`config.mk`:
```
export PLATFORM = sky130hd
export DESIGN_NAME = lsu_mem_port
export DESIGN_NICKNAME = d
export VERILOG_FILES = /design/src/rtl/riscv_isa_pkg.sv /design/src/rtl/uarch_pkg.sv /design/src/rtl/lsu_mem_port_lane_align.sv /design/src/rtl/lsu_mem_port.sv
export SDC_FILE = /design/constraint.sdc
export NUM_CORES = 1
export LEC_CHECK = 0
export CAP_MARGIN = 0
export CORE_MARGIN = 5
export CORE_UTILIZATION = 48
export DETAILED_ROUTE_END_ITERATION = 7
export HOLD_SLACK_MARGIN = 0.1
export PLACE_DENSITY_LB_ADDON = 0.3
export SLEW_MARGIN = 0
export SYNTH_ARGS = -nofsm -noshare
export SYNTH_HDL_FRONTEND = slang
export SYNTH_SLANG_ARGS = --single-unit
```
`constraint.sdc`:
```
create_clock -name clk -period 5.6 [get_ports clk]
set_clock_uncertainty 0.15 [all_clocks]
set_input_delay 0.84 -clock clk [delete_from_list [all_inputs] [get_ports clk]]
set_output_delay 0.84 -clock clk [all_outputs]
set_load 0.05 [all_outputs]
```
`src/rtl/riscv_isa_pkg.sv`:
```
// RISC-V ISA constants used by the load/store datapath: opcodes, funct3 encodings
// and the alignment rule shared by the memory port and anything else that checks it.
package riscv_isa_pkg;

    localparam logic [6:0] OPC_LOAD  = 7'b0000011;
    localparam logic [6:0] OPC_STORE = 7'b0100011;

    localparam logic [2:0] F3_LB  = 3'b000;
    localparam logic [2:0] F3_LH  = 3'b001;
    localparam logic [2:0] F3_LW  = 3'b010;
    localparam logic [2:0] F3_LBU = 3'b100;
    localparam logic [2:0] F3_LHU = 3'b101;
    localparam logic [2:0] F3_SB  = 3'b000;
    localparam logic [2:0] F3_SH  = 3'b001;
    localparam logic [2:0] F3_SW  = 3'b010;

    // funct3[1:0] encodes access size for both loads and stores
    function automatic logic is_misaligned(input logic [2:0] funct3, input logic [1:0] off);
        case (funct3[1:0])
            2'b01:   return off[0];
            2'b10:   return off != 2'b00;
            default: return 1'b0;
        endcase
    endfunction

endpackage

```
`src/rtl/uarch_pkg.sv`:
```
// Microarchitectural types shared between the LSQ, the memory port and the CDB.
package uarch_pkg;

    localparam int TAG_WIDTH = 6;

    typedef struct packed {
        logic [6:0]           opcode;
        logic [2:0]           funct3;
        logic [TAG_WIDTH-1:0] dest_tag;
        logic [31:0]          addr;
        logic [31:0]          st_data;
    } instruction_t;

    typedef struct packed {
        logic                 is_valid;
        logic [TAG_WIDTH-1:0] dest_tag;
        logic [31:0]          result;
    } writeback_packet_t;

    typedef enum logic [2:0] {
        IDLE,
        REQ,
        WAIT,
        RESP,
        DRAIN
    } lsu_state_e;

endpackage

```
`src/rtl/lsu_mem_port_lane_align.sv`:
```
// Byte-lane steering for a 32-bit word memory: store strobes/data on the way out,
// sign/zero extension of the selected byte or half on the way back.
module lsu_lane_align
    import riscv_isa_pkg::*;
(
    input  logic [2:0]  st_funct3,
    input  logic [1:0]  st_off,
    input  logic [31:0] st_data,
    output logic [3:0]  wstrb,
    output logic [31:0] wdata,
    output logic        misalign,
    input  logic [2:0]  ld_funct3,
    input  logic [1:0]  ld_off,
    input  logic [31:0] rdata,
    output logic [31:0] ld_result
);

    logic [7:0]  ld_byte;
    logic [15:0] ld_half;

    always_comb begin
        wstrb    = '0;
        wdata    = '0;
        misalign = is_misaligned(st_funct3, st_off);
        case (st_funct3)
            F3_SB: begin
                wstrb = 4'b0001 << st_off;
                wdata = {4{st_data[7:0]}};
            end
            F3_SH: begin
                wstrb = 4'b0011 << st_off;
                wdata = {2{st_data[15:0]}};
            end
            default: begin
                wstrb = 4'hF;
                wdata = st_data;
            end
        endcase
    end

    always_comb begin
        case (ld_off)
            2'd0:    ld_byte = rdata[7:0];
            2'd1:    ld_byte = rdata[15:8];
            2'd2:    ld_byte = rdata[23:16];
            default: ld_byte = rdata[31:24];
        endcase
        ld_half = ld_off[1] ? rdata[31:16] : rdata[15:0];
        case (ld_funct3)
            F3_LB:   ld_result = {{24{ld_byte[7]}}, ld_byte};
            F3_LBU:  ld_result = {24'b0, ld_byte};
            F3_LH:   ld_result = {{16{ld_half[15]}}, ld_half};
            F3_LHU:  ld_result = {16'b0, ld_half};
            default: ld_result = rdata;
        endcase
    end

endmodule

```
`src/rtl/lsu_mem_port.sv`:
```
// Single-outstanding memory port between the LSQ execute port and the data memory;
// loads return on a dedicated CDB writeback port, stores complete silently.
module lsu_mem_port
    import riscv_isa_pkg::*;
    import uarch_pkg::*;
#(
    parameter int ADDR_W = 32,
    parameter int DATA_W = 32
) (
    input  logic              clk,
    input  logic              rst_n,
    input  logic              flush,
    input  logic              exec_valid,
    input  instruction_t      execute_pkt,
    output logic              alu_rdy,
    output logic              cache_stall,
    output logic              dmem_req,
    output logic              dmem_we,
    output logic [ADDR_W-1:0] dmem_addr,
    output logic [DATA_W-1:0] dmem_wdata,
    output logic [3:0]        dmem_wstrb,
    input  logic              dmem_gnt,
    input  logic              dmem_rvalid,
    input  logic [DATA_W-1:0] dmem_rdata,
    output writeback_packet_t wb_pkt,
    input  logic              wb_ack
);

    lsu_state_e state_q, state_d;

    logic [ADDR_W-1:0]    addr_q, addr_d;
    logic                 we_q, we_d;
    logic [2:0]           funct3_q, funct3_d;
    logic [1:0]           off_q, off_d;
    logic [TAG_WIDTH-1:0] tag_q, tag_d;
    logic [3:0]           wstrb_q, wstrb_d;
    logic [DATA_W-1:0]    wdata_q, wdata_d;
    logic [DATA_W-1:0]    result_q, result_d;
    logic                 granted_q, granted_d;

    logic        pkt_is_store;
    logic        pkt_misalign;
    logic        accept;
    logic [3:0]  pkt_wstrb;
    logic [31:0] pkt_wdata;
    logic [31:0] ld_result;

    assign pkt_is_store = (execute_pkt.opcode == OPC_STORE);
    assign accept       = exec_valid && !flush;

    lsu_lane_align u_align (
        .st_funct3 (execute_pkt.funct3),
        .st_off    (execute_pkt.addr[1:0]),
        .st_data   (execute_pkt.st_data),
        .wstrb     (pkt_wstrb),
        .wdata     (pkt_wdata),
        .misalign  (pkt_misalign),
        .ld_funct3 (funct3_q),
        .ld_off    (off_q),
        .rdata     (dmem_rdata),
        .ld_result (ld_result)
    );

    always_ff @(posedge clk or negedge rst_n) begin
        if (!rst_n) begin
            state_q <= IDLE;
        end else begin
            state_q <= state_d;
        end
    end

    always_ff @(posedge clk or negedge rst_n) begin
        if (!rst_n) begin
            addr_q    <= '0;
            we_q      <= 1'b0;
            funct3_q  <= '0;
            off_q     <= '0;
            tag_q     <= '0;
            wstrb_q   <= '0;
            wdata_q   <= '0;
            result_q  <= '0;
            granted_q <= 1'b0;
        end else begin
            addr_q    <= addr_d;
            we_q      <= we_d;
            funct3_q  <= funct3_d;
            off_q     <= off_d;
            tag_q     <= tag_d;
            wstrb_q   <= wstrb_d;
            wdata_q   <= wdata_d;
            result_q  <= result_d;
            granted_q <= granted_d;
        end
    end

    // Stores are never cancelled by flush; only loads divert into DRAIN.
    always_comb begin
        state_d = state_q;
        case (state_q)
            IDLE: begin
                if (accept) begin
                    if (pkt_misalign) state_d = pkt_is_store ? IDLE : RESP;
                    else              state_d = REQ;
                end
            end
            REQ: begin
                if (flush && !we_q)  state_d = DRAIN;
                else if (dmem_gnt)   state_d = WAIT;
            end
            WAIT: begin
                if (dmem_rvalid)         state_d = (we_q || flush) ? IDLE : RESP;
                else if (flush && !we_q) state_d = DRAIN;
            end
            RESP: begin
                if (flush || wb_ack) state_d = IDLE;
            end
            DRAIN: begin
                if (granted_q && dmem_rvalid) state_d = IDLE;
            end
            default: state_d = IDLE;
        endcase
    end

    always_comb begin
        addr_d    = addr_q;
        we_d      = we_q;
        funct3_d  = funct3_q;
        off_d     = off_q;
        tag_d     = tag_q;
        wstrb_d   = wstrb_q;
        wdata_d   = wdata_q;
        result_d  = result_q;
        granted_d = 1'b0;
        case (state_q)
            IDLE: begin
                if (accept) begin
                    addr_d   = {execute_pkt.addr[ADDR_W-1:2], 2'b00};
                    we_d     = pkt_is_store;
                    funct3_d = execute_pkt.funct3;
                    off_d    = execute_pkt.addr[1:0];
                    tag_d    = execute_pkt.dest_tag;
                    wstrb_d  = pkt_is_store ? pkt_wstrb : '0;
                    wdata_d  = pkt_is_store ? pkt_wdata : '0;
                    result_d = '0;
                end
            end
            REQ:   granted_d = dmem_gnt;
            WAIT: begin
                granted_d = 1'b1;
                if (dmem_rvalid && !we_q) result_d = ld_result;
            end
            DRAIN: granted_d = granted_q || dmem_gnt;
            default: ;
        endcase
    end

    always_comb begin
        alu_rdy     = (state_q == IDLE);
        cache_stall = (state_q == REQ) || (state_q == WAIT) || (state_q == DRAIN);
        dmem_req    = (state_q == REQ) || ((state_q == DRAIN) && !granted_q);
        dmem_we     = dmem_req && we_q;
        dmem_addr   = dmem_req ? addr_q  : '0;
        dmem_wdata  = dmem_req ? wdata_q : '0;
        dmem_wstrb  = dmem_req ? wstrb_q : '0;
        wb_pkt      = '0;
        if (state_q == RESP) begin
            wb_pkt.is_valid = 1'b1;
            wb_pkt.dest_tag = tag_q;
            wb_pkt.result   = result_q;
        end
    end

    // IDLE is excluded: a reset mid-access can legitimately leave a response in flight.
    assert property (@(posedge clk) disable iff (!rst_n)
        ((state_q == REQ) || (state_q == RESP)) |-> !dmem_rvalid);

endmodule
```
==> results of run 1 <==
==> flip-flops by register name, summed over array words and instances, names as in the netlist <==
signal     cells
wstrb_q        4
result_q      32
state_q        3
tag_q          6
wdata_q       32
addr_q        30
we_q           1
off_q          2
funct3_q       3
granted_q      1
==> worst register-to-register path, cell delays in order (launching register included) <==
cell and delay, ns:
dfrtp_1 0.55, nor4_2 0.58, nand2_4 0.61, nor2_2 0.63
a22o_1 0.22
==> per-stage QoR <==
step           hold WS [ns]  instances  total power (uW)  cell area [um^2]  util [%]
3_3_place_gp         0.3016        928              2940              8230     68.24
6_report             0.3197        960              3973              8778     72.78
3_5_place_dp         0.3085        928              2993              8230     68.24
5_1_grt              0.3424        960              4175              8778     72.78
4_1_cts              0.3207        960              3989              8778     72.78
2_1_floorplan        0.2902        575              2444              5912         -
==> placed cells by master (no fill, tap or decap), types with 4 or more instances in the layout <==
| cell type | instances |
|---|---|
| and2_1 | 105 |
| clkbuf_16 | 17 |
| dfrtp_1 | 114 |
| clkdlybuf4s50_1 | 226 |
| o21ai_0 | 33 |
| mux2_2 | 42 |
| o2bb2ai_1 | 15 |
| o31ai_1 | 16 |
| nor2_1 | 26 |
| o22ai_1 | 7 |
| a221o_1 | 16 |
| a21oi_1 | 6 |
| clkinv_4 | 4 |
| nand2_1 | 43 |
| a22o_1 | 11 |
| a22oi_1 | 9 |
| nand2b_1 | 10 |
| nand3_1 | 7 |
| a221oi_1 | 8 |
| inv_1 | 7 |
| nor2b_1 | 5 |
| a21boi_0 | 6 |
==> power breakdown <==
| group | internal [uW] | switching [uW] | total [uW] | leakage, uW |
|---|---|---|---|---|
| Combinational | 704 | 1030 | 1730 | 0.00193 |
| Clock | 611 | 378 | 989 | 0.000260 |
| Sequential | 1070 | 182 | 1250 | 0.00148 |
==> final cells by class <==
class,instances,area share (%)
clock buffer,20,4.974
timing repair buffer,229,26.03
sequential,114,32.50
inverter,8,0.3421
multi-input combinational,409,32.50
clock inverter,12,1.269
tap,168,2.395
==> cells by family (layout without fill, tap and decap cells) <==
kind of cell    after synthesis  after routing
simple gates                215            215
other cells                   1              2
compound gates              144            144
flops                       114            114
mux                          45             45
buf+inv                      52            269
fa+ha+maj                     3              3
==> layer usage <==
| metal | up-vias | GRT usage [%] | wire length (um) |
|---|---|---|---|
| met5 | - | 0 | 0 |
| met2 | 234 | 39.46 | 8672 |
| met4 | 0 | 6.516 | 330 |
| met1 | 2546 | 30.63 | 7270 |
| li1 | 2453 | - | - |
| met3 | 23 | 6.340 | 1329 |
==> worst max-delay path by stage <==
| stage | endpoint | slack, ns | cells after the start |
|---|---|---|---|
| floorplan | dmem_wdata[25] | 2.55 | 6 |
| global placement | dmem_addr[10] | 1.87 | 5 |
| detailed placement | dmem_addr[10] | 1.78 | 5 |
| CTS | dmem_addr[10] | 1.36 | 5 |
| global route | dmem_addr[10] | 1.11 | 5 |
| finish | dmem_addr[10] | 1.39 | 5 |
==> impl_metrics.py, run 1 <==
metrics = {
    "die": {
        "dieWidth_um": 120.9,
        "fp.dieH_um": 120.9,
        "initial_utilization_pct": 48.98,
        "core_area_um2": 12060,
        "io_pins": 230,
        "fp-row-count": 40,
        "die_area_um2": 14630,
    },
    "place": {
        "finalWeightedCongestion": 0.8626,
        "dp_hpwl_mm": 12.76,
        "dp_slack_ns": 1.780,
        "port_buffers": 227,
    },
    "synth": {
        "synth_compound_area_share_pct": 18.42,
        "syn_area_per_cell_um2": 10.29,
        "synthXorXnorAreaFrac_pct": 0,
        "ys_ff_latch": 114,
        "seq_area_frac_synth_pct": 48.28,
        "synth_fa_ha_area_share_pct": 0.6353,
        "synthFlopType": "dfrtp_1",
        "synth_top_family_by_area": "simple AND/OR/NAND/NOR gates",
        "synth_edf_count": 0,
        "synth_most_common_cell": "dfrtp_1",
        "yosys-top-cells-area": "dfrtp_1, and2_1, mux2_2, nand2_1, o21ai_0",
        "async_flop_share_pct": 100.0,
        "synthTopCellsByCount": "dfrtp_1, and2_1, nand2_1",
        "synth_top_area_cell": "dfrtp_1",
        "yosysWarnings": 0,
        "syn_inst": 574,
        "synth_top_area_share_pct": 48.28,
        "muxShareOfSynthArea_pct": 8.725,
        "yosys.area_share.simple_pct": 20.01,
        "netlist_area_um2": 5908,
        "synthDistinctLibCells": 54,
    },
    "detailed_routing": {
        "vias": 5256,
        "first_iter_violations": 488,
        "first_pass_iters": 5,
        "wl_per_cell_um": 18.34,
        "routed_wl_mm": 17.60,
        "drc_errors": 0,
        "via_per_inst": 5.475,
        "ant_nets": 0,
    },
    "clocking": {
        "cts_sinks": 114,
        "root_buffer": "clkbuf_16",
        "cts_tree": "yes",
        "clkTransAtPathRegs_ns": 0.06,
        "post_cts_buffers": 0,
        "cts_made_buffers": 17,
        "ctsLongestPathBuffers": 2,
        "htreeDepth": 4,
        "cts-resized-gates": 0,
        "clock_latency_ns": 0.39,
        "cts_hold_buf": 0,
    },
    "worst_setup_path": {
        "cp_top_family": "simple AND/OR/NAND/NOR gates",
        "cp_slowest_stage_delay_ns": 0.83,
        "r2r_cells": 4,
        "cp.required_ns": 4.61,
        "critPathSlowestCell": "nor2_4",
        "worstPathCellList": "nor3b_1, a21oi_1, nor2_4, and2_1, clkdlybuf4s50_1",
        "end_kind": "output port",
        "regToRegEndpoint": "wdata_q[6]",
        "timing.rr.start": "state_q[1]",
        "reg2reg_slack_ns": 2.79,
        "worst-setup-path-type": "reg2out",
        "critPathMaxFanout": 67,
        "critPathBufInv": 1,
        "cp-start-kind": "flip-flop",
        "critPathArrivalTime_ns": 3.22,
        "crit_start": "state_q[2]",
    },
    "power_and_ir_drop": {
        "power.density_nw_per_um2": 452.6,
        "ir_drop_mv": 0.2484,
        "leakagePower_uw": 0.003676,
    },
    "layout": {
        "drive_gt1_share_pct": 11.11,
        "multiInputGateArea_um2": 2853,
        "num_antenna_cells": 0,
        "regArea_um2": 2853,
        "fillers": 887,
        "areaGrowthSynthToFinish_pct": 48.58,
        "finalNetCount": 901,
    },
    "timing": {
        "relSlewSlack_pct": 14.22,
        "rsz0062_at_grt": "no",
        "setup_ws_ns": 1.392,
        "fmax_mhz": 237.6,
        "setup_viol": 0,
        "tns_ns": 0,
        "finalMaxSlewViolations": 0,
        "tightestPinTransition_ns": 1.282,
        "hold_viol": 0,
        "post-route-min-period_ns": 4.208,
        "fin_crit_sh_pct": 75.14,
    },
    "grt": {
        "grtUsageTotal_pct": 23.73,
        "grt_pass1_wl_mm": 27.92,
        "antenna_found_initial": 0,
        "first_global_vias": 5382,
        "grt_max_degree": 83,
        "overflow": 0,
    },
    "run_status": {
        "status": "complete, no violations",
    },
    "min_path": {
        "hp-class": "reg2reg",
        "hold_path_end": "wdata_q[29]",
        "min_path_cells": 2,
        "min_from": "wdata_q[29]",
    },
    "job": {
        "timing.max_cap.violations": 0,
    },
}
No activity file was read; power rests on OpenSTA's default activity.
==> inputs of run 2 (changes only) <==
Settings changed: CORE_UTILIZATION 48 to 40.
Clock period 5.6 ns to 3.85 ns, I/O delays scaled along.
==> impl_metrics.py, run 2 (synthesis results as in run 1) <==
metrics = {
    "grt": {
        "grt_max_degree": 115,
        "grt_pass1_wl_mm": 28.70,
        "antenna_found_initial": 0,
        "first_global_vias": 5551,
        "grtUsageTotal_pct": 20.09,
        "overflow": 0,
    },
    "timing": {
        "tns_ns": 0,
        "fmax_mhz": 280.5,
        "rsz0062_at_grt": "no",
        "hold_viol": 0,
        "relSlewSlack_pct": 34.35,
        "fin_crit_sh_pct": 92.61,
        "setup_viol": 0,
        "finalMaxSlewViolations": 0,
        "post-route-min-period_ns": 3.566,
        "tightestPinTransition_ns": 0.9848,
    },
    "worst_setup_path": {
        "worstPathCellList": "nor3b_1, a21oi_1, nor2_4, buf_6, and2_1, clkdlybuf4s50_1",
        "critPathSlowestCell": "clkdlybuf4s50_1",
        "cp_slowest_stage_delay_ns": 0.81,
        "cp.required_ns": 3.12,
        "worst-setup-path-type": "reg2out",
        "critPathArrivalTime_ns": 2.84,
        "end_kind": "output port",
        "r2r_cells": 4,
        "reg2reg_slack_ns": 1.22,
        "cp-start-kind": "flip-flop",
        "critPathMaxFanout": 67,
    },
    "clocking": {
        "cts_made_buffers": 17,
        "htreeDepth": 4,
        "root_buffer": "clkbuf_16",
        "ctsLongestPathBuffers": 2,
        "clock_latency_ns": 0.40,
        "clkTransAtPathRegs_ns": 0.06,
        "post_cts_buffers": 0,
        "cts_tree": "yes",
        "cts_sinks": 114,
    },
    "layout": {
        "finalNetCount": 908,
        "fillers": 1185,
        "instances_no_fill": 983,
        "num_antenna_cells": 0,
        "drive_gt1_share_pct": 12.27,
        "areaGrowthSynthToFinish_pct": 51.80,
        "reg_top3": "result_q (32), wdata_q (32), addr_q (30)",
        "mostFrequentLayoutCell": "clkdlybuf4s50_1",
        "final_cell_mix": "clkdlybuf4s50_1, dfrtp_1, and2_1, nand2_1, mux2_2",
    },
    "die": {
        "dieWidth_um": 131.5,
        "core_area_um2": 14530,
        "initial_utilization_pct": 40.65,
        "fp.dieH_um": 131.5,
        "fp-row-count": 44,
        "io_pins": 230,
        "die_area_um2": 17300,
    },
    "place": {
        "port_buffers": 227,
        "placed_cells": 951,
        "dp_hpwl_mm": 12.78,
        "finalWeightedCongestion": 0.9349,
    },
    "power_and_ir_drop": {
        "leakagePower_uw": 0.003768,
        "ir_drop_mv": 0.3563,
        "power.density_nw_per_um2": 673.5,
    },
    "min_path": {
        "hp-class": "in2async",
    },
    "run_status": {
        "status": "complete, no violations",
    },
    "detailed_routing": {
        "routed_wl_mm": 17.73,
        "wl_per_cell_um": 18.03,
        "first_pass_iters": 5,
        "vias": 5292,
        "ant_nets": 0,
        "via_per_inst": 5.384,
        "drc_errors": 0,
        "first_iter_violations": 479,
    },
    "job": {
        "timing.max_cap.violations": 0,
    },
}
## run 2: cell types whose count changed in the layout (fill, tap and decap cells not counted), sizes merged
cell | previous run | this run
inv | 8 | 7
clkinv | 8 | 7
bufinv | 1 | 4
buf | 3 | 10
clkbuf | 20 | 19
## run 2: final cells by class
cell class | count | area, um^2 | share of cell area, %
sequential | 114 | 2853 | 31.81
clock inverter | 13 | 183.9 | 2.051
timing repair buffer | 236 | 2366 | 26.38
inverter | 8 | 30.03 | 0.3348
clock buffer | 19 | 452.9 | 5.050
multi-input combinational | 409 | 2853 | 31.81
tap | 184 | 230.2 | 2.567
## run 2: worst max-delay path: cells and delay by family, from the launching register on
family / cells / cell delay [ns]
and+or+nand+nor: 3 / 0.57
AOI/OAI and AO/OA: 1 / 0.11
buffers and inverters: 2 / 1.12
DFF: 1 / 0.57
## run 2: metrics by stage
step	hold WS [ns]	area [um^2]	setup slack (ns)	total power [uW]	utilization [%]
floorplan	0.1319	5912	1.064	3555	-
global placement	0.3061	8328	0.6951	4323	57.30
detailed placement	0.3089	8328	0.6259	4393	57.30
CTS	0.1279	8965	0.1754	6079	61.68
global route	0.1406	8969	0.1121	6356	61.71
finish	0.05683	8969	0.2845	6041	61.71
## run 2: worst paths after layout
check                      startpoint             to
max                        state_q[2]  dmem_wstrb[2]
min in group clk           wstrb_q[3]     wstrb_q[3]
min reg2reg                wstrb_q[3]     wstrb_q[3]
max in group asynchronous       rst_n       tag_q[5]
max reg2reg                  off_q[1]   result_q[31]
min                             rst_n   result_q[28]
## run 2: what timing repair did
item                                    4_1_cts  5_1_grt
endpoints found under the setup margin        0       10
gates resized for setup                       0        1
hold buffers                                  0        0
## run 2: layer usage
layer | up-vias | routed length [um] | share of wire, % | track usage, %
met3 | 38 | 1335 | 7.5 | 5.925
li1 | 2469 | - | - | -
met2 | 239 | 8531 | 48 | 32.34
met4 | 0 | 510 | 2.9 | 8.629
met1 | 2546 | 7348 | 41 | 25.20
met5 | - | 0 | 0 | 0
## run 2: report_power, final
group / switching [uW] / internal, uW
clock: 551 / 1120
combinational: 1500 / 1050
sequential: 273 / 1560
